**src/rtl/ram_1r1w_init.sv**
```systemverilog
// 1R1W RAM that fills itself with INIT_VALUE after reset, with optional write-to-read
// forwarding, per-chunk even parity and a 1- or 2-cycle read pipeline.
module ram_1r1w_init #(
    parameter int               DEPTH           = 4,
    parameter int               WIDTH           = 32,
    parameter int               READ_LATENCY    = 2,
    parameter int               BYPASS          = 1,
    parameter int               INCLUDE_PARITY  = 0,
    parameter int               BITS_PER_PARITY = 32,
    parameter logic [WIDTH-1:0] INIT_VALUE      = '0
) (
    input  logic             clk,
    input  logic             rst_n,
    input  logic             we,
    input  logic [DEPTH-1:0] waddr,
    input  logic [WIDTH-1:0] din,
    input  logic             inj_perr,
    input  logic             re,
    input  logic [DEPTH-1:0] raddr,
    output logic [WIDTH-1:0] dout,
    output logic             dout_valid,
    output logic             perr,
    output logic [DEPTH-1:0] perr_addr,
    output logic             perr_seen,
    output logic             init_done
);
    localparam int ENTRIES = 1 << DEPTH;
    localparam int NPAR    = (WIDTH + BITS_PER_PARITY - 1) / BITS_PER_PARITY;
    localparam int LAST    = READ_LATENCY - 1;

    typedef enum logic {ST_INIT, ST_READY} state_t;
    typedef struct packed {
        logic [NPAR-1:0]  par;
        logic [WIDTH-1:0] data;
    } word_t;

    function automatic logic [NPAR-1:0] calc_par(input logic [WIDTH-1:0] d);
        logic [NPAR-1:0] p;
        p = '0;
        for (int b = 0; b < WIDTH; b++) p[b / BITS_PER_PARITY] ^= d[b];
        return p;
    endfunction

    state_t           state_q, state_d;
    logic [DEPTH-1:0] init_addr_q, init_addr_d;
    word_t            mem_q [ENTRIES];
    logic             mem_we;
    logic [DEPTH-1:0] mem_wa;
    word_t            mem_wd, wr_word, rd_word;
    logic             ready, rd_acc;

    word_t                     pipe_q [READ_LATENCY];
    word_t                     pipe_d [READ_LATENCY];
    logic [DEPTH-1:0]          paddr_q [READ_LATENCY];
    logic [DEPTH-1:0]          paddr_d [READ_LATENCY];
    logic [READ_LATENCY-1:0]   vld_pipe_q, vld_pipe_d;
    logic                      perr_seen_q, perr_seen_d;
    logic [DEPTH-1:0]          perr_addr_q, perr_addr_d;

    assign ready  = (state_q == ST_READY);
    assign rd_acc = ready & re;

    always_comb begin
        state_d     = state_q;
        init_addr_d = init_addr_q;
        if (state_q == ST_INIT) begin
            init_addr_d = init_addr_q + DEPTH'(1);
            if (&init_addr_q) state_d = ST_READY;
        end
    end

    // Init sweep owns the write port until READY; user writes are dropped meanwhile.
    always_comb begin
        wr_word.data = din;
        wr_word.par  = calc_par(din) ^ NPAR'(inj_perr);
        mem_we       = rst_n & (ready ? we : 1'b1);
        mem_wa       = ready ? waddr : init_addr_q;
        mem_wd       = ready ? wr_word : word_t'{par: calc_par(INIT_VALUE), data: INIT_VALUE};
        rd_word      = mem_q[raddr];
        if (BYPASS != 0 && we && waddr == raddr) rd_word = wr_word;
    end

    always_ff @(posedge clk) begin
        if (mem_we) mem_q[mem_wa] <= mem_wd;
    end

    always_comb begin
        vld_pipe_d[0] = rd_acc;
        pipe_d[0]     = rd_acc ? rd_word : pipe_q[0];
        paddr_d[0]    = rd_acc ? raddr : paddr_q[0];
        for (int i = 1; i < READ_LATENCY; i++) begin
            vld_pipe_d[i] = vld_pipe_q[i-1];
            pipe_d[i]     = vld_pipe_q[i-1] ? pipe_q[i-1] : pipe_q[i];
            paddr_d[i]    = vld_pipe_q[i-1] ? paddr_q[i-1] : paddr_q[i];
        end
    end

    assign dout       = pipe_q[LAST].data;
    assign dout_valid = vld_pipe_q[LAST];
    assign perr       = (INCLUDE_PARITY != 0) && dout_valid &&
                        (calc_par(pipe_q[LAST].data) != pipe_q[LAST].par);

    // Only the first error's address is kept.
    always_comb begin
        perr_seen_d = perr_seen_q | perr;
        perr_addr_d = (perr && !perr_seen_q) ? paddr_q[LAST] : perr_addr_q;
    end

    always_ff @(posedge clk or negedge rst_n) begin
        if (!rst_n) begin
            state_q     <= ST_INIT;
            init_addr_q <= '0;
            vld_pipe_q  <= '0;
            perr_seen_q <= 1'b0;
            perr_addr_q <= '0;
            for (int i = 0; i < READ_LATENCY; i++) begin
                pipe_q[i]  <= '0;
                paddr_q[i] <= '0;
            end
        end else begin
            state_q     <= state_d;
            init_addr_q <= init_addr_d;
            vld_pipe_q  <= vld_pipe_d;
            perr_seen_q <= perr_seen_d;
            perr_addr_q <= perr_addr_d;
            for (int i = 0; i < READ_LATENCY; i++) begin
                pipe_q[i]  <= pipe_d[i];
                paddr_q[i] <= paddr_d[i];
            end
        end
    end

    assign perr_seen = perr_seen_q;
    assign perr_addr = perr_addr_q;
    assign init_done = ready;
endmodule

```
**config.mk**
```make
export PLATFORM = sky130hd
export DESIGN_NAME = ram_1r1w_init
export DESIGN_NICKNAME = d
export VERILOG_FILES = /design/src/rtl/ram_1r1w_init.sv
export SDC_FILE = /design/constraint.sdc
export NUM_CORES = 1
export LEC_CHECK = 0
export ABC_AREA = 1
export CORE_ASPECT_RATIO = 0.75
export CORE_UTILIZATION = 56
export DETAILED_ROUTE_END_ITERATION = 8
export PLACE_DENSITY = 0.78
export SKIP_CTS_REPAIR_TIMING = 1
export SLEW_MARGIN = 40
export SYNTH_ARGS = -nofsm -noshare
export SYNTH_HDL_FRONTEND = slang
export SYNTH_SLANG_ARGS = --single-unit
```
**constraint.sdc**
```tcl
create_clock -name clk -period 4.2 [get_ports clk]
set_clock_uncertainty 0.2 [all_clocks]
set_input_delay 0.84 -clock clk [delete_from_list [all_inputs] [get_ports clk]]
set_output_delay 0.84 -clock clk [all_outputs]
set_load 0.05 [all_outputs]
```
* Word-level counts from Yosys, hierarchy flattened *
Memory sizes are Yosys's and may differ from the RTL's.
Index checks and enable logic that the tools add are counted.

storage, ports and cells
  bits in registers = 71
  latch bits = 0
  memory bits (writable) = 528
  bits in read-only memories = 0
  output and inout port bits = 40
  word-level logic and storage cells = 52
  memories kept = 1

cells by class
  add/subtract/negate cells = 1
  multiply operators = 0
  divide/modulo/power cells = 0
  $lt $le $gt $ge = 0
  eq/ne operators = 1
  shift operators = 0
  multiplexer cells = 8
  bitwise gates (word level) = 34
  reduce and logical (&&, ||, !) cells = 2

memory list
  memory  words  bits a word  read ports  clocked after Yosys merged registers in  wr ports  RTL line  RTL
  mem_q   16     33           1           0                                        1         46        word_t mem_q [ENTRIES];

operators by type and width
  kind                                          number
  2-to-1 mux 33 bit                             1
  2-to-1 mux 32 bit                             1
  XOR 1 bit                                     32
  2-to-1 mux 1 bit                              5
  adder 4 x 1 -> 4 bit (second input constant)  1
  == test 4 bit                                 1
  2-to-1 mux 4 bit                              1
  AND reduction 4 bit                           1
  AND 1 bit                                     2
  logical AND 1 bit                             1

* Longest topological paths before layout *
  word-level depth = 33
  gate-level depth with buffers = 12
  gate-level depth less buffers = 9

* Least setup slack after synthesis *
Ideal clock, no wire load.

  path type = reg-to-reg
  start = register state_q, in the netlist init_done
  end = memory mem_q[11][0] in the netlist's numbering (enable)
  library setup time = 0.421 ns
  data arrival time = 2.728 ns
  required time = 3.579 ns
  slack = 0.851 ns
  cell stages (with the launch flop) = 6
  path buffers = 1
  clock period less this slack = 3.349 ns
  path through = dfrtp_1 -> buf_2 -> nor2_1 -> a21oi_1 -> nand2_1 -> nor2_1

on the way
  word-level cells in the longest chain between the ends = 4
  elaborated cells between the ends (all ways) = 5
  classes of those cells = mux: 4; bitwise: 1

RTL lines
  element                                 RTL line  RTL
  start: declaration                      44        state_t state_q, state_d;
  start signal: assignment                121       state_q <= state_d;
  2-to-1 mux 1 bit                        76        mem_we = rst_n & (ready ? we : 1'b1);
  AND 1 bit                               76
  2-to-1 mux 1 bit                        84        if (mem_we) mem_q[mem_wa] <= mem_wd;
  2-to-1 mux 1 bit (not written as such)  84
  end: declaration                        46

Several ways; a longest one is shown, not always the timed one.

* Worst setup path after layout *
  start = register state_q, in the netlist init_done
  end = output init_done

RTL lines
  element           RTL line  RTL
  end: declaration  25        output logic init_done

No word-level cell between the ends.

==> Implementation_results.wiki <==
{| class="wikitable"
! Metric !! Value
|-
| Outcome || finished, violations left
|-
| Violations in the final reports || DRC
|-
| Post-synth design cell area || 0.0253 mm^2
|-
| Number of inserted diodes || 0
|-
| Transition at the pin with the smallest max-transition slack || 0.935 ns
|-
| Combinational Power Share || under 10%
|-
| Number of fillers in the final layout || 3285
|-
| EDFF count, synth || approximately 500
|-
| Ranking of synthesized cells by area || sky130_fd_sc_hd__edfxtp_1 (61%), sky130_fd_sc_hd__nand2_1 (13%), sky130_fd_sc_hd__dfrtp_1 (7.0%), sky130_fd_sc_hd__nand3_1 (7.0%), sky130_fd_sc_hd__inv_1 (4.4%)
|-
| Most common flop cell mapped by yosys || sky130_fd_sc_hd__edfxtp_1
|-
| Detailed Routing Iterations Pass 1 || 9
|-
| IR Drop Worst-Case VDD || 316 uV
|-
| Switching Share || 23.5%
|-
| Number of violations reported at the end of detailed-routing iteration 0 || 1940
|-
| Count of state elements after synthesis || between 500 and 600
|-
| Most common cell in the synthesized netlist || sky130_fd_sc_hd__nand2_1
|-
| Clock tree from TritonCTS || built
|-
| Final antenna-violating net count || 0
|-
| Wl on met1 || 23700 um
|-
| Tcrit/Tclk final || 78.1%
|-
| Fin Hold WS || approximately 0.22 ns
|-
| Cell with the largest stage delay on the worst path || sky130_fd_sc_hd__clkdlybuf4s50_1
|-
| Clock root cell || sky130_fd_sc_hd__clkbuf_16
|-
| Minimum clock period || around 3.3 ns
|-
| Number of clock buffers inserted by TritonCTS || 52
|-
| Net total in the final layout || 2504
|-
| Relative slew margins || between 30% and 40%
|-
| Residual overflow from global routing || 0
|-
| Final routed DRC violation total || 2
|-
| Maximum level of the CTS H-tree || 2
|-
| Std-Cell Rows || 67
|-
| Vertical extent of the die || 186 um
|-
| Top cells by count, synth || sky130_fd_sc_hd__nand2_1 (907), sky130_fd_sc_hd__edfxtp_1 (512), sky130_fd_sc_hd__nand3_1 (354)
|-
| Die W || approximately 250 um
|-
| Total power after layout || 12.2 mW
|-
| CP required || approximately 3.2 ns
|-
| Vias || between 15000 and 20000
|-
| Worst path max stage delay || 0.91 ns
|-
| Launch point of the worst path || init_done
|-
| Boundary pin count || 85
|-
| Max-capacitance violation count || 0
|-
| Area added between synthesis and finish || 10.2%
|-
| Biggest area consumer among synthesized cells || sky130_fd_sc_hd__edfxtp_1
|-
| Fmax || roughly 0.30 GHz
|-
| Class of the most critical setup path || reg -> out
|-
| Final hold viol count || 0
|-
| Count of input and output buffers || 77
|-
| Critical path endpoint category || output port
|-
| Leakage power total || around 12 nW
|-
| Cell-by-cell trace of the critical path || clkdlybuf4s50_1
|-
| Clock network fraction of design power || a little under two fifths
|-
| Fraction of synthesized cell area taken by the top area cell type || 60.7%
|-
| Number of clock sinks seen by CTS || 583
|-
| Number of buffer and inverter stages on the critical path || 1
|-
| Final weighted congestion in routability-driven placement || between 0.7 and 0.8
|-
| FF-to-FF Start || init_done
|-
| DR WL met3 || 6060 um
|-
| Final max-slew violation count || 0
|-
| Wire length per cell || 19.0 um
|-
| Overall die area || 0.0461 mm^2
|-
| Drt total wl || 58600 um
|-
| Critical path data arrival time || ~2.2 ns
|-
| Final TNS setup || 0 ns
|-
| Starting utilization of the core area || 56.7%
|-
| Net switching power || 2.86 mW
|-
| Fraction of final layout cells with drive strength greater than 1 || between 6 and 7%
|-
| Clock slew seen by the registers of the worst setup and hold paths || roughly 0.070 ns
|-
| Floorplan core area || about 0.045 mm^2
|-
| Startpoint kind of the worst setup timing path || flop
|-
| CP top delay family || buffers and inverters
|-
| Clock buffer depth || 3
|-
| Largest fanout of any net on the critical path || 23
|-
| Largest net degree at the start of global routing || 173
|-
| Unique cell type count in the Yosys netlist || 28
|-
| Highest metal used || met4
|-
| Final HPWL from detailed placement || between 30000 and 40000 um
|-
| Unrepaired setup endpoints after global routing || false
|-
| Wire length of the first global-routing pass || around 90000 um
|-
| Proportion of synthesized flip-flops having asynchronous set or reset || between 10 and 15%
|-
| Sequential fraction of the synthesis area || about 68%
|-
| Syn_area_per_cell || slightly above 10 um^2
|-
| Sequential Power Share || between 50% and 60%
|-
| Type of the tightest min-delay check || in -> async
|-
| PD cells || between 400 and 500 mW/mm^2
|-
| Global-route usage over all layers || between 20% and 30%
|-
| Number of antenna violations at the first check in global routing || 0
|-
| Worst skew pair latency || approximately 0.6 ns
|-
| Number of global-route vias before repair || between 15000 and 20000
|-
| Detail Route met2 WL || roughly 27000 um
|-
| Detailed-route vias per instance || about 5.5
|-
| Internal power || around 9.3 mW
|-
| Yosys warning count || 0
|-
| Final setup violation count || 0
|-
| Gate count of the mapped netlist || approximately 2500
|}
-- state kept, by name, summed over array words and instances (netlist names) --
register     cells
dout            32
init_addr_q      4
init_done        1
mem_q          512
pipe_q          32
vld_pipe_q       2
-- final cells by class --
| type | count | area, um^2 | share of cell area, % |
|---|---|---|---|
| flip-flops and latches | 583 | 17200 | 61.5 |
| well taps | 586 | 733 | 2.63 |
| repair buffers | 114 | 1120 | 4.02 |
| clock buffers | 70 | 1430 | 5.12 |
| inverters | 301 | 1140 | 4.08 |
| clock inverters | 23 | 185 | 0.664 |
| multi-input cells | 1406 | 6150 | 22.0 |
-- cell usage in the layout (no fill, tap or decap), drive strengths merged --
cell / n
nand2: 907
o21a: 2
xnor2: 2
clkinv: 18
nand3: 355
conb: 6
inv: 303
a21oi: 2
xor2: 1
nand4: 1
nand3b: 1
clkbuf: 70
nor2: 89
mux2: 32
ha: 1
clkdlybuf4s50: 72
o21ai: 7
buf: 42
edfxtp: 512
bufinv: 3
dfrtp: 71
-- logic make-up after synthesis --
family	Yosys count	share of synthesized area, %
muxes	32	1.42
buffers and inverters	466	8.59
AOI/OAI and AO/OA	11	0.237
other	1	0.0148
xor gates and xnor gates	3	0.104
adders and majority gates	1	0.0494
and+or+nand+nor	1353	21.9
DFF	583	67.7
-- worst register-to-register path: stages (launching register included) --
cell	delay, ns
sky130_fd_sc_hd__dfrtp_2	0.74
sky130_fd_sc_hd__buf_4	0.43
sky130_fd_sc_hd__nand2_1	0.10
sky130_fd_sc_hd__o21ai_0	0.17
sky130_fd_sc_hd__nand2_1	0.33
sky130_fd_sc_hd__nor2_4	0.52
sky130_fd_sc_hd__buf_4	0.35
-- through the flow --
step	util, %	std cells	area (um^2)	worst slack, ns
after detailed placement	58.8	2990	26300	0.847
after global placement	58.8	2990	26300	0.891
after global routing	62.5	3083	27900	0.887
after CTS	62.5	3083	27900	0.924
final	62.5	3083	27900	0.921
after floorplan	-	2455	25400	0.851
-- worst paths after layout --
path	cells after the start	end	slack (ns)
worst max-delay path	1	init_done	0.92
worst min-delay path	2	dout[14]	0.22
worst max register to register	6	mem_q[7][11]	1.05
worst min register to register	2	pipe_q[59]	0.28
max in group asynchronous	3	init_done	2.65
min in group clk	2	pipe_q[59]	0.28
-- power by group through the flow --
stage	Combinational (mW)	Sequential, mW	Clock (mW)
CTS	1.12	6.48	4.63
global placement	1.08	6.60	0
finish	1.12	6.48	4.58
floorplan	0.838	6.58	0
detailed placement	1.11	6.60	0
global route	1.21	6.49	4.83
-- routing by layer --
metal  vias up  track usage [%]
li1       7883                -
met1      8034             36.6
met2       879             41.2
met3       128             4.29
met4         0             10.2
met5         -                0
Note: power is estimated with default switching activity, not from simulation.
